**config.mk**
```make
export PLATFORM = sky130hd
export DESIGN_NAME = cpu_cs_readback
export DESIGN_NICKNAME = d
export VERILOG_FILES = /design/src/rtl/cpu_cs_pkg.sv /design/src/rtl/cpu_cs_readback_sec_dec.sv /design/src/rtl/cpu_cs_readback.sv
export SDC_FILE = /design/constraint.sdc
export NUM_CORES = 1
export LEC_CHECK = 0
export BUFFER_PORTS_ARGS = -buffer_cell sky130_fd_sc_hd__buf_2
export CORE_UTILIZATION = 51
export DETAILED_ROUTE_END_ITERATION = 6
export PLACE_DENSITY = 0.88
export SKIP_LAST_GASP = 1
export SLEW_MARGIN = 10
export SYNTH_ARGS = -nofsm -noshare
export SYNTH_HDL_FRONTEND = slang
export SYNTH_SLANG_ARGS = --single-unit
```
**constraint.sdc**
```tcl
create_clock -name sysclk -period 2.6 [get_ports sysclk]
set_clock_uncertainty 0.1 [all_clocks]
set_input_delay 0.13 -clock sysclk [delete_from_list [all_inputs] [get_ports sysclk]]
set_output_delay 0.13 -clock sysclk [all_outputs]
set_load 0.05 [all_outputs]
```
**src/rtl/cpu_cs_pkg.sv**
```systemverilog
// -----------------------------------------------------------------------------
// cpu_cs_pkg
//   Shared definitions for the writable control store readback slice:
//   section/address geometry, the readback sequencer state type and the
//   sizing rule for the access-cycle counter.
// -----------------------------------------------------------------------------
package cpu_cs_pkg;

    localparam int CS_SEC_W   = 16;  // width of one control-store section
    localparam int CS_NSEC    = 4;   // sections per microword
    localparam int CS_SEL_W   = 2;   // section index width
    localparam int CS_ADDR_W  = 12;  // control-store address width
    localparam int CS_ACC_CYC = 2;   // default enable-to-sample cycles

    // Counter wide enough to hold 0..accCyc.
    function automatic int accCntW(input int accCyc);
        return $clog2(accCyc + 1);
    endfunction

    localparam int CS_ACC_CNT_W = $clog2(CS_ACC_CYC + 1);

    typedef enum logic [1:0] {
        IDLE    = 2'd0,
        SETUP   = 2'd1,
        ACCESS  = 2'd2,
        PRESENT = 2'd3
    } cs_rb_state_t;

endpackage

```
**src/rtl/cpu_cs_readback_sec_dec.sv**
```systemverilog
// -----------------------------------------------------------------------------
// cs_rb_sec_dec
//   2-to-4 active-low decoder with enable (74139 equivalent). Drives the
//   control-store section read enables: at most one output low, all high
//   while disabled.
// Ports
//   en   in  1  decoder enable (active high)
//   sel  in  2  section index
//   yN   out 4  active-low decoded outputs
// -----------------------------------------------------------------------------
module cs_rb_sec_dec
    import cpu_cs_pkg::*;
(
    input  logic                en,
    input  logic [CS_SEL_W-1:0] sel,
    output logic [CS_NSEC-1:0]  yN
);

    always_comb begin
        yN = '1;
        if (en) begin
            yN[sel] = 1'b0;
        end
    end

endmodule

```
**src/rtl/cpu_cs_readback.sv**
```systemverilog
// -----------------------------------------------------------------------------
// cpu_cs_readback
//   Read-side sequencer for the writable control store. Fetches a microword
//   section by section (one active-low read enable at a time) and returns each
//   section over a valid/ready handshake for microcode verify and debug dump.
//
//   Sequence: IDLE -> SETUP (address setup, enables high) -> ACCESS (enable
//   low for ACC_CYC cycles, data sampled on the last one) -> PRESENT (hold
//   until accepted) -> SETUP for the next burst section, or IDLE.
//
// Ports
//   sysclk      in   1       system clock
//   sys_rst_n   in   1       asynchronous active-low reset
//   rd_req      in   1       start a readback (sampled in IDLE only)
//   rd_burst    in   1       1: all sections 0..3; 0: only rd_sel
//   rd_sel      in   2       section index for single reads
//   rd_addr     in   ADDR_W  microword address, captured with rd_req
//   busy        out  1       sequencer not idle
//   cs_addr     out  ADDR_W  registered control-store address
//   ER_n        out  NSEC    active-low section read enables
//   cs_data     in   SEC_W   control-store section data
//   dout        out  SEC_W   returned section
//   dout_sec    out  2       index of the section in dout
//   dout_valid  out  1       dout valid, held until dout_ready
//   dout_ready  in   1       consumer accepts dout
//   dout_last   out  1       final section of this request
//   cs_par      in   1       section parity bit     (CS_RB_PARITY_EN only)
//   par_err     out  1       sticky parity error    (CS_RB_PARITY_EN only)
//
// Build option
//   CS_RB_PARITY_EN : adds odd-parity checking of each sampled section.
// -----------------------------------------------------------------------------
module cpu_cs_readback
    import cpu_cs_pkg::*;
#(
    parameter int SEC_W   = CS_SEC_W,
    parameter int NSEC    = CS_NSEC,
    parameter int ADDR_W  = CS_ADDR_W,
    parameter int ACC_CYC = CS_ACC_CYC
)(
    input  logic              sysclk,
    input  logic              sys_rst_n,
    input  logic              rd_req,
    input  logic              rd_burst,
    input  logic [1:0]        rd_sel,
    input  logic [ADDR_W-1:0] rd_addr,
    output logic              busy,
    output logic [ADDR_W-1:0] cs_addr,
    output logic [NSEC-1:0]   ER_n,
    input  logic [SEC_W-1:0]  cs_data,
    output logic [SEC_W-1:0]  dout,
    output logic [1:0]        dout_sec,
    output logic              dout_valid,
    input  logic              dout_ready,
    output logic              dout_last
`ifdef CS_RB_PARITY_EN
    ,
    input  logic              cs_par,
    output logic              par_err
`endif
);

    localparam int CNT_W = accCntW(ACC_CYC);

    cs_rb_state_t     state;
    cs_rb_state_t     stateNext;
    logic [1:0]       sec;
    logic             burstMode;
    logic [CNT_W-1:0] accCnt;

    logic accept;
    logic accLast;
    logic xfer;
    logic isLast;

    assign accept  = (state == IDLE) && rd_req;
    assign accLast = (state == ACCESS) && (accCnt == CNT_W'(ACC_CYC - 1));
    assign xfer    = (state == PRESENT) && dout_valid && dout_ready;
    assign isLast  = !burstMode || (sec == 2'd3);

    // Combinational from state so reset forces busy low without a clock.
    assign busy = (state != IDLE);

    // Enables are decoded straight from state: an async reset parks the
    // state in IDLE and the enables release immediately.
    cs_rb_sec_dec uSecDec (
        .en  (state == ACCESS),
        .sel (sec),
        .yN  (ER_n)
    );

    always_comb begin
        stateNext = state;
        case (state)
            IDLE:    if (rd_req)  stateNext = SETUP;
            SETUP:                stateNext = ACCESS;
            ACCESS:  if (accLast) stateNext = PRESENT;
            PRESENT: if (xfer)    stateNext = isLast ? IDLE : SETUP;
            default:              stateNext = IDLE;
        endcase
    end

    always_ff @(posedge sysclk or negedge sys_rst_n) begin
        if (!sys_rst_n) begin
            state      <= IDLE;
            cs_addr    <= '0;
            sec        <= '0;
            burstMode  <= 1'b0;
            accCnt     <= '0;
            dout       <= '0;
            dout_sec   <= '0;
            dout_valid <= 1'b0;
            dout_last  <= 1'b0;
        end else begin
            state <= stateNext;

            // Request inputs are captured once; nothing is re-sampled mid-request.
            if (accept) begin
                cs_addr   <= rd_addr;
                burstMode <= rd_burst;
                sec       <= rd_burst ? 2'd0 : rd_sel;
            end

            if (state == SETUP) begin
                accCnt <= '0;
            end else if ((state == ACCESS) && !accLast) begin
                accCnt <= accCnt + 1'b1;
            end

            if (accLast) begin
                dout       <= cs_data;
                dout_sec   <= sec;
                dout_valid <= 1'b1;
                dout_last  <= isLast;
            end

            if (xfer) begin
                dout_valid <= 1'b0;
                dout_last  <= 1'b0;
                if (!isLast) begin
                    sec <= sec + 2'd1;
                end
            end
        end
    end

`ifdef CS_RB_PARITY_EN
    // Odd parity: cs_data and cs_par together must hold an odd number of ones.
    always_ff @(posedge sysclk or negedge sys_rst_n) begin
        if (!sys_rst_n) begin
            par_err <= 1'b0;
        end else if (accept) begin
            par_err <= 1'b0;
        end else if (accLast && !(^{cs_data, cs_par})) begin
            par_err <= 1'b1;
        end
    end
`endif

endmodule

```
==> reports/results.tsv <==
stage	metric	value	unit
grt	met1 usage	24.89	%
flow_run	# Max-Cap Violations	0	
clocking	CTS Hold Buffers Added	31	
floorplan	num ports	72	
floorplan	Die ar.	3614	µm²
cells_and_area	share of cells above drive strength 1	46.35	%
placement	dpl ws	0.7204	ns
routing	DRT Pass-1 Iters	6	
clocking	CTS clk-pin slew, worst paths	0.12	ns
timing	fmax	0.5278	GHz
clocking	Resized Gates After CTS	0	
critical_path	crit-path leading delay family	flip-flops	
critical_path	crit path max-delay cell type	dfrtp_1	
grt	largest net degree at the start of global routing	40	
critical_path	CP max stage delay	0.46	ns
timing	final setup vio count	0	
clocking	setup bufs post-CTS	0	
critical_path	CP Capture Type	flip-flop	
critical_path	critical path peak fanout	7	
synth	Async S/R FF share, synth	100.0	%
cells_and_area	Diodes inserted	0	
grt	first-pass GRT wire length	6.479	mm
timing	Final Max Slew Viols	0	
synth	number of synthesized flops with an enable pin	0	
timing	final period utilization	72.87	%
placement	gpl congestion	0.8322	
grt	initial antenna violation count	0	
timing	final worst slack	0.7053	ns
floorplan	Die X	60.12	µm
routing	post-route DRC violation count	0	
synth	top post-synthesis cells by count	dfrtp_1, mux2_2, ha_1, nand2_1	
synth	top cell type's share of synthesized area	56.64	%
placement	IO buf count	71	
routing	routed len/inst	14.78	µm
routing	remaining antenna violation count	0	
grt	M2 GR Usage	47.10	%
placement	Detailed Place HPWL	2.553	mm
critical_path	worst-path cell chain	inv_1 -> ha_1 -> and2b_4 -> a221oi_2 -> mux2_2	
timing	Fin Hold WS	0.03405	ns
timing	RSZ-0062 raised after global routing	false	
floorplan	Starting Density	55.08	%
cells_and_area	fin util	78.88	%
routing	routed via count	1360	
critical_path	Buffers & Inverters on Critical Path	1	
synth	FF+latch count, synth	39	
timing	count of final hold-check violations	0	
cells_and_area	# nets final	277	
grt	total track usage	25.07	%
clocking	CTS sink cnt	39	
synth	most common cell in the netlist	dfrtp_1	
routing	vias per std cell	4.910	
synth	post-synthesis sequential area ratio	56.64	%
worst_hold_path	Hold Crit Class	input port to flip-flop	
clocking	CTS H-Tree Depth	2	
synth	Syn Nets	171	
synth	Post-Syn Instances	126	
synth	syn_area_per_cell	13.67	µm²
synth	Synth warnings	0	
clocking	root buf cell	clkbuf_4	
grt	vias in the first global route	1435	
synth	Yosys top cell by area	dfrtp_1	
timing	worst-margin pin slew	0.8256	ns
critical_path	Critical Path Start Type	flip-flop	
floorplan	Rows	20	
grt	M3 GR Usage	5.195	%
routing	initial DRC count	31	
pwr	PnR Total Power	3.491	mW
synth	mapped cell area	1723	µm²
pwr	Leak Pwr	1.206	nW
grt	busiest grt layer	met2	
timing	Final Critical Period	1.895	ns
synth	Synth cell types	25	
floorplan	height of the chip	60.12	µm
run_status	status	finished, final reports clean	
clocking	clk buf depth	2	
critical_path	WP data arrival	2.04	ns
critical_path	path type of the worst setup path	flip-flop to flip-flop	
floorplan	Core Area	3128	µm²
critical_path	Worst Path Required	2.74	ns
pwr	Peak VDD IR	0.7925	mV
pwr	Pwr per Cell Area	1415	nW/µm²
grt	grt ovf	0	
clocking	CTS Buf Count	5	
timing	max_slew headroom	44.96	%
timing	final setup TNS	0	ns
cells_and_area	Fill cells	202	
synth	synth top area cells	dfrtp_1, mux2_2, ha_1	
routing	Routed Wire Length	4.093	mm
clocking	CTS tree	built	
clocking	worst-skew pair later-pin latency	0.36	ns
synth	ys flop type	dfrtp_1	
cells_and_area	area grow syn2layout	43.21	%
[report_power, final]
part,total (mW),internal [mW],switching [mW],leakage [nW]
clock,0.319,0.103,0.216,0.0272
sequential,1.09,0.912,0.180,0.465
combinational,2.08,0.624,1.46,0.714
[placed cells by master, fill, tap and decap left out, drive strengths merged, types with 5 or more instances in the layout]
cell / synthesis / routed
nand2: 12 / 12
inv: 9 / 9
dlygate4sd3: 0 / 31
clkbuf: 0 / 5
mux2: 32 / 32
buf: 3 / 71
dfrtp: 39 / 39
ha: 10 / 10
[cells by family after synthesis]
family | count (synthesis) | synth area share [%]
AO/OA/AOI/OAI | 10 | 4.357
XOR/XNOR | 1 | 0.5084
adder cells (fa/ha/maj) | 10 | 7.262
buffers and inverters | 12 | 3.921
flip-flops | 39 | 56.65
multiplexers | 32 | 20.92
AND/OR/NAND/NOR | 22 | 6.392
[routing by layer]
metal	up-vias	wire, µm
li1	640	-
met1	646	1486
met2	59	2229
met3	15	236
met4	0	140
met5	-	0
[worst min-delay path, delay by kind of cell]
kind	cells	cell delay, ns
AOI/OAI and AO/OA	1	0.08
and+or+nand+nor	1	0.10
buffers and inverters	1	0.13
[sequential cells by signal, indices dropped and copies added (netlist names)]
register	cells
sec	2
dout_valid	1
burstMode	1
state	2
dout_last	1
dout	16
cs_addr	12
dout_sec	2
accCnt	2
[final cells by class]
type                            count  area [µm²]  share of cell area, %
Sequential cell                    39       975.9                  39.55
Clock buffer                        5       37.54                  1.521
Clock inverter                      3       20.02                 0.8114
Inverter                            9       33.78                  1.369
Tap cell                           44       55.05                  2.231
Multi-Input combinational cell     75       679.4                  27.54
Timing Repair Buffer              102       665.6                  26.98
[per-stage QoR]
| step | instances | area (µm²) |
|---|---|---|
| after floorplan | 126 | 1723 |
| after global placement | 238 | 2100 |
| after detailed placement | 238 | 2100 |
| after CTS | 277 | 2467 |
| after global routing | 277 | 2467 |
| final | 277 | 2467 |
[final timing paths]
kind                                  start     endpoint  slack, ns  cells after the start
worst max-delay path               state[0]     state[1]       0.71                      5
worst min-delay path                 rd_req       sec[1]       0.03                      3
worst max register to register     state[0]     state[1]       0.71                      5
worst min register to register  dout_sec[1]  dout_sec[1]       0.40                      2
max in group asynchronous         sys_rst_n     state[1]       1.58                      2
min in group asynchronous         sys_rst_n     dout[11]       0.28                      2
Note: power is estimated with default switching activity, not from simulation.
